==> src/rtl/fighter_pkg.sv <==
// Shared types for the fighter controller: action codes, state field widths and hit bit positions.
package fighter_pkg;
  localparam int ACT_W   = 3;
  localparam int IDX_W   = 3;
  localparam int STATE_W = ACT_W + IDX_W;
  localparam int X_W     = 10;
  localparam int HIT_W   = 4;

  localparam int HIT_P2_PUNCH = 3;
  localparam int HIT_P2_KICK  = 2;
  localparam int HIT_P1_PUNCH = 1;
  localparam int HIT_P1_KICK  = 0;

  typedef enum logic [ACT_W-1:0] {
    ACT_STAY  = 3'd0,
    ACT_FWD   = 3'd1,
    ACT_BACK  = 3'd2,
    ACT_PUNCH = 3'd3,
    ACT_KICK  = 3'd4
  } act_e;

  typedef enum logic {
    ST_IDLE = 1'b0,
    ST_ANIM = 1'b1
  } anim_st_e;

  // Button nibble is {fwd, back, punch, kick}; earlier buttons win.
  function automatic act_e pick_action(input logic [3:0] btn);
    if (btn[3])      return ACT_FWD;
    else if (btn[2]) return ACT_BACK;
    else if (btn[1]) return ACT_PUNCH;
    else if (btn[0]) return ACT_KICK;
    else             return ACT_STAY;
  endfunction
endpackage

==> src/rtl/fighter_if.sv <==
// Frame-rate control inputs and sprite/hit outputs of the fighter controller.
interface fighter_if;
  import fighter_pkg::*;

  logic               frame_tick;
  logic               run;
  logic               keep;
  logic [7:0]         action;
  logic [X_W-1:0]     p1_x;
  logic [X_W-1:0]     p2_x;
  logic [STATE_W-1:0] p1_state;
  logic [STATE_W-1:0] p2_state;
  logic [HIT_W-1:0]   hit;

  modport master (
    output frame_tick, run, keep, action,
    input  p1_x, p2_x, p1_state, p2_state, hit
  );

  modport slave (
    input  frame_tick, run, keep, action,
    output p1_x, p2_x, p1_state, p2_state, hit
  );
endinterface

==> src/rtl/fighter_anim.sv <==
// Per-player animation FSM with frame delay counter; FIGHTER_COMBO_EN adds a one-entry action queue.
module fighter_anim
  import fighter_pkg::*;
#(
  parameter int FRAMES = 4,
  parameter int DELAY  = 5
) (
  input  logic             clk,
  input  logic             rst_n,
  input  logic             step,
  input  logic             clr,
  input  logic [3:0]       btn,
  output act_e             act,
  output logic [IDX_W-1:0] idx,
  output act_e             nxt_act,
  output logic [IDX_W-1:0] nxt_idx,
  output logic             enter
);
  localparam int               DLY_W    = $clog2(DELAY + 1);
  localparam logic [DLY_W-1:0] DLY_LOAD = DLY_W'(DELAY);
  localparam logic [IDX_W-1:0] IDX_LAST = IDX_W'(FRAMES - 1);

  anim_st_e         st_q, st_d;
  act_e             act_q;
  logic [IDX_W-1:0] idx_q;
  logic [DLY_W-1:0] dly_q, dly_d;
  act_e             req;

  assign req = pick_action(btn);

`ifdef FIGHTER_COMBO_EN
  logic q_vld_q, q_vld_d;
  act_e q_act_q, q_act_d;
`endif

  always_comb begin
    st_d    = st_q;
    nxt_act = act_q;
    nxt_idx = idx_q;
    dly_d   = dly_q;
    enter   = 1'b0;
`ifdef FIGHTER_COMBO_EN
    q_vld_d = q_vld_q;
    q_act_d = q_act_q;
`endif
    unique case (st_q)
      ST_IDLE: begin
        nxt_act = req;
        nxt_idx = '0;
        dly_d   = DLY_LOAD;
        if (req != ACT_STAY) begin
          st_d  = ST_ANIM;
          enter = 1'b1;
        end
      end
      ST_ANIM: begin
`ifdef FIGHTER_COMBO_EN
        if (!q_vld_q && req != ACT_STAY) begin
          q_vld_d = 1'b1;
          q_act_d = req;
        end
`endif
        // The frame ends on the tick that would take the delay to zero.
        if (dly_q > DLY_W'(1)) begin
          dly_d = dly_q - 1'b1;
        end else if (idx_q != IDX_LAST) begin
          nxt_idx = idx_q + 1'b1;
          dly_d   = DLY_LOAD;
          enter   = 1'b1;
        end else begin
          st_d    = ST_IDLE;
          nxt_act = ACT_STAY;
          nxt_idx = '0;
          dly_d   = DLY_LOAD;
`ifdef FIGHTER_COMBO_EN
          q_vld_d = 1'b0;
          if (q_vld_q) begin
            st_d    = ST_ANIM;
            nxt_act = q_act_q;
            enter   = 1'b1;
          end
`endif
        end
      end
      default: ;
    endcase
  end

  always_ff @(posedge clk or negedge rst_n) begin
    if (!rst_n) begin
      st_q    <= ST_IDLE;
      act_q   <= ACT_STAY;
      idx_q   <= '0;
      dly_q   <= DLY_LOAD;
`ifdef FIGHTER_COMBO_EN
      q_vld_q <= 1'b0;
      q_act_q <= ACT_STAY;
`endif
    end else if (clr) begin
      st_q    <= ST_IDLE;
      act_q   <= ACT_STAY;
      idx_q   <= '0;
      dly_q   <= DLY_LOAD;
`ifdef FIGHTER_COMBO_EN
      q_vld_q <= 1'b0;
      q_act_q <= ACT_STAY;
`endif
    end else if (step) begin
      st_q    <= st_d;
      act_q   <= nxt_act;
      idx_q   <= nxt_idx;
      dly_q   <= dly_d;
`ifdef FIGHTER_COMBO_EN
      q_vld_q <= q_vld_d;
      q_act_q <= q_act_d;
`endif
    end
  end

  assign act = act_q;
  assign idx = idx_q;
endmodule

==> src/rtl/fighter_ctrl.sv <==
// Two-player fighter controller: movement, hit detection and run/keep arbitration around two fighter_anim FSMs.
// Optional FIGHTER_COMBO_EN enables the per-player queued action inside fighter_anim.
module fighter_ctrl
  import fighter_pkg::*;
#(
  parameter int FRAMES    = 4,
  parameter int DELAY     = 5,
  parameter int SPEED     = 4,
  parameter int BLOCK     = 32,
  parameter int WIDTH     = 64,
  parameter int WALL      = 620,
  parameter int LEFT      = 32,
  parameter int INIT_X1   = 100,
  parameter int INIT_X2   = 425,
  parameter int HIT_FRAME = 2,
  parameter int REACH     = 64
) (
  input logic      clk,
  input logic      rst_n,
  fighter_if.slave bus
);
  localparam logic [X_W-1:0]   X1_INIT = X_W'(INIT_X1);
  localparam logic [X_W-1:0]   X2_INIT = X_W'(INIT_X2);
  localparam logic [X_W-1:0]   X_STEP  = X_W'(SPEED);
  localparam logic [IDX_W-1:0] HIT_IDX = IDX_W'(HIT_FRAME);

  logic             step, clr;
  act_e             p1_act, p2_act, p1_nact, p2_nact;
  logic [IDX_W-1:0] p1_idx, p2_idx, p1_nidx, p2_nidx;
  logic             p1_enter, p2_enter;
  logic [X_W-1:0]   p1_x_q, p2_x_q, p1_x_d, p2_x_d;
  logic [HIT_W-1:0] hit_q, hit_d;
  logic             in_reach;

  // run=0 acts as a soft reset and outranks keep.
  assign clr  = bus.frame_tick & ~bus.run;
  assign step = bus.frame_tick & bus.run & ~bus.keep;

  fighter_anim #(.FRAMES(FRAMES), .DELAY(DELAY)) u_p1_anim (
    .clk(clk), .rst_n(rst_n), .step(step), .clr(clr), .btn(bus.action[7:4]),
    .act(p1_act), .idx(p1_idx), .nxt_act(p1_nact), .nxt_idx(p1_nidx), .enter(p1_enter)
  );

  fighter_anim #(.FRAMES(FRAMES), .DELAY(DELAY)) u_p2_anim (
    .clk(clk), .rst_n(rst_n), .step(step), .clr(clr), .btn(bus.action[3:0]),
    .act(p2_act), .idx(p2_idx), .nxt_act(p2_nact), .nxt_idx(p2_nidx), .enter(p2_enter)
  );

  // p2 is checked against p1's already-moved position so the two never overlap.
  always_comb begin
    p1_x_d = p1_x_q;
    if (p1_nact == ACT_FWD && int'(p1_x_q) + SPEED + BLOCK <= int'(p2_x_q))
      p1_x_d = p1_x_q + X_STEP;
    else if (p1_nact == ACT_BACK && int'(p1_x_q) >= LEFT + SPEED)
      p1_x_d = p1_x_q - X_STEP;

    p2_x_d = p2_x_q;
    if (p2_nact == ACT_FWD && int'(p1_x_d) + BLOCK + SPEED <= int'(p2_x_q))
      p2_x_d = p2_x_q - X_STEP;
    else if (p2_nact == ACT_BACK && int'(p2_x_q) + WIDTH + SPEED <= WALL)
      p2_x_d = p2_x_q + X_STEP;
  end

  assign in_reach = (int'(p2_x_q) - int'(p1_x_q)) < REACH;

  always_comb begin
    hit_d = '0;
    if (in_reach && p1_enter && p1_nidx == HIT_IDX) begin
      hit_d[HIT_P1_PUNCH] = (p1_nact == ACT_PUNCH);
      hit_d[HIT_P1_KICK]  = (p1_nact == ACT_KICK);
    end
    if (in_reach && p2_enter && p2_nidx == HIT_IDX) begin
      hit_d[HIT_P2_PUNCH] = (p2_nact == ACT_PUNCH);
      hit_d[HIT_P2_KICK]  = (p2_nact == ACT_KICK);
    end
  end

  always_ff @(posedge clk or negedge rst_n) begin
    if (!rst_n) begin
      p1_x_q <= X1_INIT;
      p2_x_q <= X2_INIT;
      hit_q  <= '0;
    end else if (clr) begin
      p1_x_q <= X1_INIT;
      p2_x_q <= X2_INIT;
      hit_q  <= '0;
    end else if (step) begin
      p1_x_q <= p1_x_d;
      p2_x_q <= p2_x_d;
      hit_q  <= hit_d;
    end else begin
      hit_q  <= '0;
    end
  end

  assign bus.p1_x     = p1_x_q;
  assign bus.p2_x     = p2_x_q;
  assign bus.p1_state = {p1_act, p1_idx};
  assign bus.p2_state = {p2_act, p2_idx};
  assign bus.hit      = hit_q;
endmodule

==> src/flat_wrapper.sv <==
// flat-port wrapper written by rule: the top's interface ports become plain ports
module fighter_ctrl_flat import fighter_pkg::*;
#(
  parameter int FRAMES    = 4,
  parameter int DELAY     = 5,
  parameter int SPEED     = 4,
  parameter int BLOCK     = 32,
  parameter int WIDTH     = 64,
  parameter int WALL      = 620,
  parameter int LEFT      = 32,
  parameter int INIT_X1   = 100,
  parameter int INIT_X2   = 425,
  parameter int HIT_FRAME = 2,
  parameter int REACH     = 64
)
  (clk, rst_n, bus_frame_tick, bus_run, bus_keep, bus_action, bus_p1_x, bus_p2_x, bus_p1_state, bus_p2_state, bus_hit);
  fighter_if bus_i ();
  input logic clk;
  input logic rst_n;
  input wire logic [$bits(bus_i.frame_tick)-1:0] bus_frame_tick;
  input wire logic [$bits(bus_i.run)-1:0] bus_run;
  input wire logic [$bits(bus_i.keep)-1:0] bus_keep;
  input wire logic [$bits(bus_i.action)-1:0] bus_action;
  output wire logic [$bits(bus_i.p1_x)-1:0] bus_p1_x;
  output wire logic [$bits(bus_i.p2_x)-1:0] bus_p2_x;
  output wire logic [$bits(bus_i.p1_state)-1:0] bus_p1_state;
  output wire logic [$bits(bus_i.p2_state)-1:0] bus_p2_state;
  output wire logic [$bits(bus_i.hit)-1:0] bus_hit;
  assign bus_i.frame_tick = bus_frame_tick;
  assign bus_i.run = bus_run;
  assign bus_i.keep = bus_keep;
  assign bus_i.action = bus_action;
  assign bus_p1_x = bus_i.p1_x;
  assign bus_p2_x = bus_i.p2_x;
  assign bus_p1_state = bus_i.p1_state;
  assign bus_p2_state = bus_i.p2_state;
  assign bus_hit = bus_i.hit;
  fighter_ctrl #(.FRAMES(FRAMES), .DELAY(DELAY), .SPEED(SPEED), .BLOCK(BLOCK), .WIDTH(WIDTH), .WALL(WALL), .LEFT(LEFT), .INIT_X1(INIT_X1), .INIT_X2(INIT_X2), .HIT_FRAME(HIT_FRAME), .REACH(REACH)) u_core (.clk(clk), .rst_n(rst_n), .bus(bus_i));
endmodule
==> config.mk <==
export PLATFORM = sky130hd
export DESIGN_NAME = fighter_ctrl_flat
export DESIGN_NICKNAME = d
export VERILOG_FILES = /design/src/rtl/fighter_pkg.sv /design/src/rtl/fighter_if.sv /design/src/rtl/fighter_anim.sv /design/src/rtl/fighter_ctrl.sv /design/src/flat_wrapper.sv
export SDC_FILE = /design/constraint.sdc
export NUM_CORES = 1
export LEC_CHECK = 0
export ABC_AREA = 1
export CORE_MARGIN = 8
export CORE_UTILIZATION = 30
export DETAILED_ROUTE_END_ITERATION = 8
export PLACE_DENSITY = 0.52
export RECOVER_POWER = 25
export SKIP_CTS_REPAIR_TIMING = 1
export SYNTH_ARGS = -nofsm -noshare
export SYNTH_HDL_FRONTEND = slang
export SYNTH_SLANG_ARGS = --single-unit
==> constraint.sdc <==
create_clock -name clk -period 8.1 [get_ports clk]
set_input_delay 0.81 -clock clk [delete_from_list [all_inputs] [get_ports clk]]
set_output_delay 0.81 -clock clk [all_outputs]
set_load 0.1 [all_outputs]
==> metrics.txt <==
#FFs+latches synth=41; power per cell area=364.6 nW/um^2; PnR worst setup slack=1.106 ns; Distinct cells, synth=50; Slowest-stage cell, CP=dfstp_2; Synth top area share=0.1730; skew final=0.006275 ns; crit end category=flip-flop; Avg Cell Area, Syn=7.109 sq um; Num Clock Sinks=41; Worst IR Drop VDD=0.2737 mV; I/O pin cnt=49; r2r setup slk=1.11 ns; CTS Buf Count=5; row count=43; Die Area=18020 sq um; H-tree lvl count=2; Max-Cap Viols=1; initial antenna violation count=0; Post-Route WL=11860 um; Crit Path Class=flip-flop to flip-flop; Post-DP HPWL=9285 um; Primary FF master, synth=dfrtp_1; Pre-antenna DRT Iters=5; setup_tns=0 ns; final layout net count=696; violated checks=capacitance limit, slew limit; yosys warns=0; worst skew pair latency=0.28 ns; Max Fanout on Critical Path=9; Final Wtd Congestion=0.8529; DR vias=4011; Post-synth ARST share=1.000; Seq pwr share=0.180; GRT Total Usage=0.1335; Remaining Overflow, GRT=0; # setup viols final=0; area grow syn2layout=19.15%; CTS tree=built; Die H=134.2 um; worst-case clock buffer depth=2; IO buf count=45; Netlist Area Pre-Place=4194 sq um; Initial Util=0.3045; pre-CTS WS=1.182 ns; Clk pwr share=0.130; register area share after synthesis=0.2482; minimum clock period=6.994 ns; Sw Ratio=0.5466; Final Hold Viols=0; dpl cells=809; RSZ-0062 raised after global routing=no; Residual DRC=0; logic gate share of total power=0.690; worst-case reg-to-reg path depth=50; Leakage=2.449 nW; die width=134.2 um; first-pass GRT wire length=19620 um; WL/cell=14.51 um; clock root buffer=clkbuf_16; status=finished with violations; Initial DRC Count=225; CP most frequent cell=nand2_1; antenna diode count=0; worst hold path type=flip-flop to flip-flop; worst flop-to-flop path startpoint=u_core.bus.p1_x[2]; WP data arrival=7.17 ns; peak clock frequency supported by timing=0.1430 GHz; normalized max-slew margin=-0.5391; Hold Crit Endpoint=u_core.u_p2_anim.dly_q[2]; via/cell ratio=4.909; layout cells sized above 1=0.1177; core area=13770 sq um; fin. max-slew vios=42; Worst Tran Pin Value=2.309 ns; sw power=0.0009959 W; Pint=0.0008260 W; Area contributors post-synth=dfrtp_1 17%, ha_1 14%, nand2_1 12%; antenna-violating nets left=0; data required time of the critical path=8.27 ns; Min-Delay Startpoint=u_core.u_p2_anim.dly_q[2]; CP startpoint kind=flip-flop; dominant cell type by area after synthesis=dfrtp_1; reg-to-reg endpoint=u_core.bus.p2_x[9]; EDFF count, synth=0; Max stage delay on crit path=0.61 ns; top-count cell post-synth=nand2_1; post-synthesis cell count=590; period utilization=0.8634; hold depth=2; Cell Count, Final, Fillers Out=817; vias in the first global route=4018; Clock transition at path regs=0.06 ns; largest net degree at the start of global routing=42; top cells by count, synth=131 x nand2_1, 88 x inv_1, 47 x nor2_1
## registers in the layout, summed over array words and instances, names as in the netlist
signal / flops
u_core.bus.hit: 4
u_core.bus.p1_x: 8
u_core.bus.p2_x: 9
u_core.u_p1_anim.act: 3
u_core.u_p1_anim.dly_q: 3
u_core.u_p1_anim.idx: 3
u_core.u_p1_anim.st_q: 1
u_core.u_p2_anim.act: 3
u_core.u_p2_anim.dly_q: 3
u_core.u_p2_anim.idx: 3
u_core.u_p2_anim.st_q: 1
## final cells by class
cell class,instances,area (sq um)
Fill cell,1499,8776
Multi-Input combinational cell,446,2745
Sequential cell,41,1041
Timing Repair Buffer,46,451.7
Inverter,96,361.6
Tap cell,180,225.2
Clock buffer,7,142.6
Clock inverter,1,30.03
## layout by cell type, fill, tap and decap left out, types with 2 or more instances in the layout
cell,n
a22o_1,3
nand2_1,131
nor2_2,6
o21bai_1,2
nand2_4,6
nor4_1,5
conb_1,3
clkbuf_16,5
o21ai_1,3
o22ai_1,8
nand3_1,42
clkbuf_1,2
dfstp_2,12
nor2_1,47
clkinv_1,2
clkdlybuf4s50_1,44
nand3b_1,2
nor2_4,9
nor3_1,6
a31oi_1,2
nand3_2,3
inv_1,88
nand2_2,15
o21ai_0,31
inv_2,5
a21oi_1,19
or2_2,3
ha_1,46
a211oi_1,2
a22oi_1,2
dfrtp_1,29
nand4_1,7
xnor2_1,11
xor2_1,16
o211ai_1,2
## metrics by stage
step	instance area, sq um	total power (W)	hold slack, ns	utilization
2_1_floorplan	4202	0.001301	0.4689	-
3_3_place_gp	4826	0.001564	0.4852	0.3504
3_5_place_dp	4826	0.001585	0.4926	0.3504
4_1_cts	4999	0.001833	0.5018	0.3629
5_1_grt	4997	0.001992	0.5325	0.3628
6_report	4997	0.001822	0.5062	0.3628
## worst max path at each step
stage / startpoint / endpoint / slack (ns) / cells after the start
after floorplan: u_core.bus.p1_x[3] / u_core.bus.p2_x[9] / 1.27 / 50
after global placement: u_core.bus.p1_x[2] / u_core.bus.p2_x[9] / 1.38 / 50
after detailed placement: u_core.bus.p1_x[2] / u_core.bus.p2_x[9] / 1.18 / 50
after CTS: u_core.bus.p1_x[2] / u_core.bus.p2_x[9] / 1.11 / 50
after global routing: u_core.bus.p1_x[2] / u_core.bus.p2_x[9] / 0.13 / 50
final: u_core.bus.p1_x[2] / u_core.bus.p2_x[9] / 1.11 / 50
## worst max-delay path: cells and delay by family, from the launching register on
| kind | cells | cell delay (ns) |
|---|---|---|
| xor+xnor | 4 | 0.80 |
| fa+ha+maj | 6 | 1.55 |
| flops | 1 | 0.61 |
| compound gates | 6 | 1.01 |
| buf+inv | 8 | 0.72 |
| simple gates | 26 | 2.20 |
## cell families after synthesis
| kind of cell | synth area share |
|---|---|
| compound gates | 0.1163 |
| xor+xnor | 0.05638 |
| fa+ha+maj | 0.1420 |
| buf+inv | 0.09905 |
| flops | 0.2482 |
| other cells | 0.0008941 |
| simple gates | 0.3371 |
## layer usage
| layer | wire length [um] | vias up | track usage |
|---|---|---|---|
| met5 | 0 | - | 0 |
| met4 | 189 | 0 | 0.03369 |
| met3 | 525 | 12 | 0.02880 |
| met2 | 5426 | 77 | 0.2176 |
| met1 | 5715 | 1921 | 0.1746 |
| li1 | - | 2001 | - |
## power groups by stage
| stage | logic, W | registers, W | clock network [W] |
|---|---|---|---|
| floorplan | 0.000799 | 0.000502 | 0 |
| global placement | 0.00123 | 0.000332 | 0 |
| detailed placement | 0.00125 | 0.000330 | 0 |
| CTS | 0.00126 | 0.000328 | 0.000241 |
| global route | 0.00141 | 0.000335 | 0.000248 |
| finish | 0.00126 | 0.000328 | 0.000237 |
Note: power is estimated with default switching activity, not from simulation.
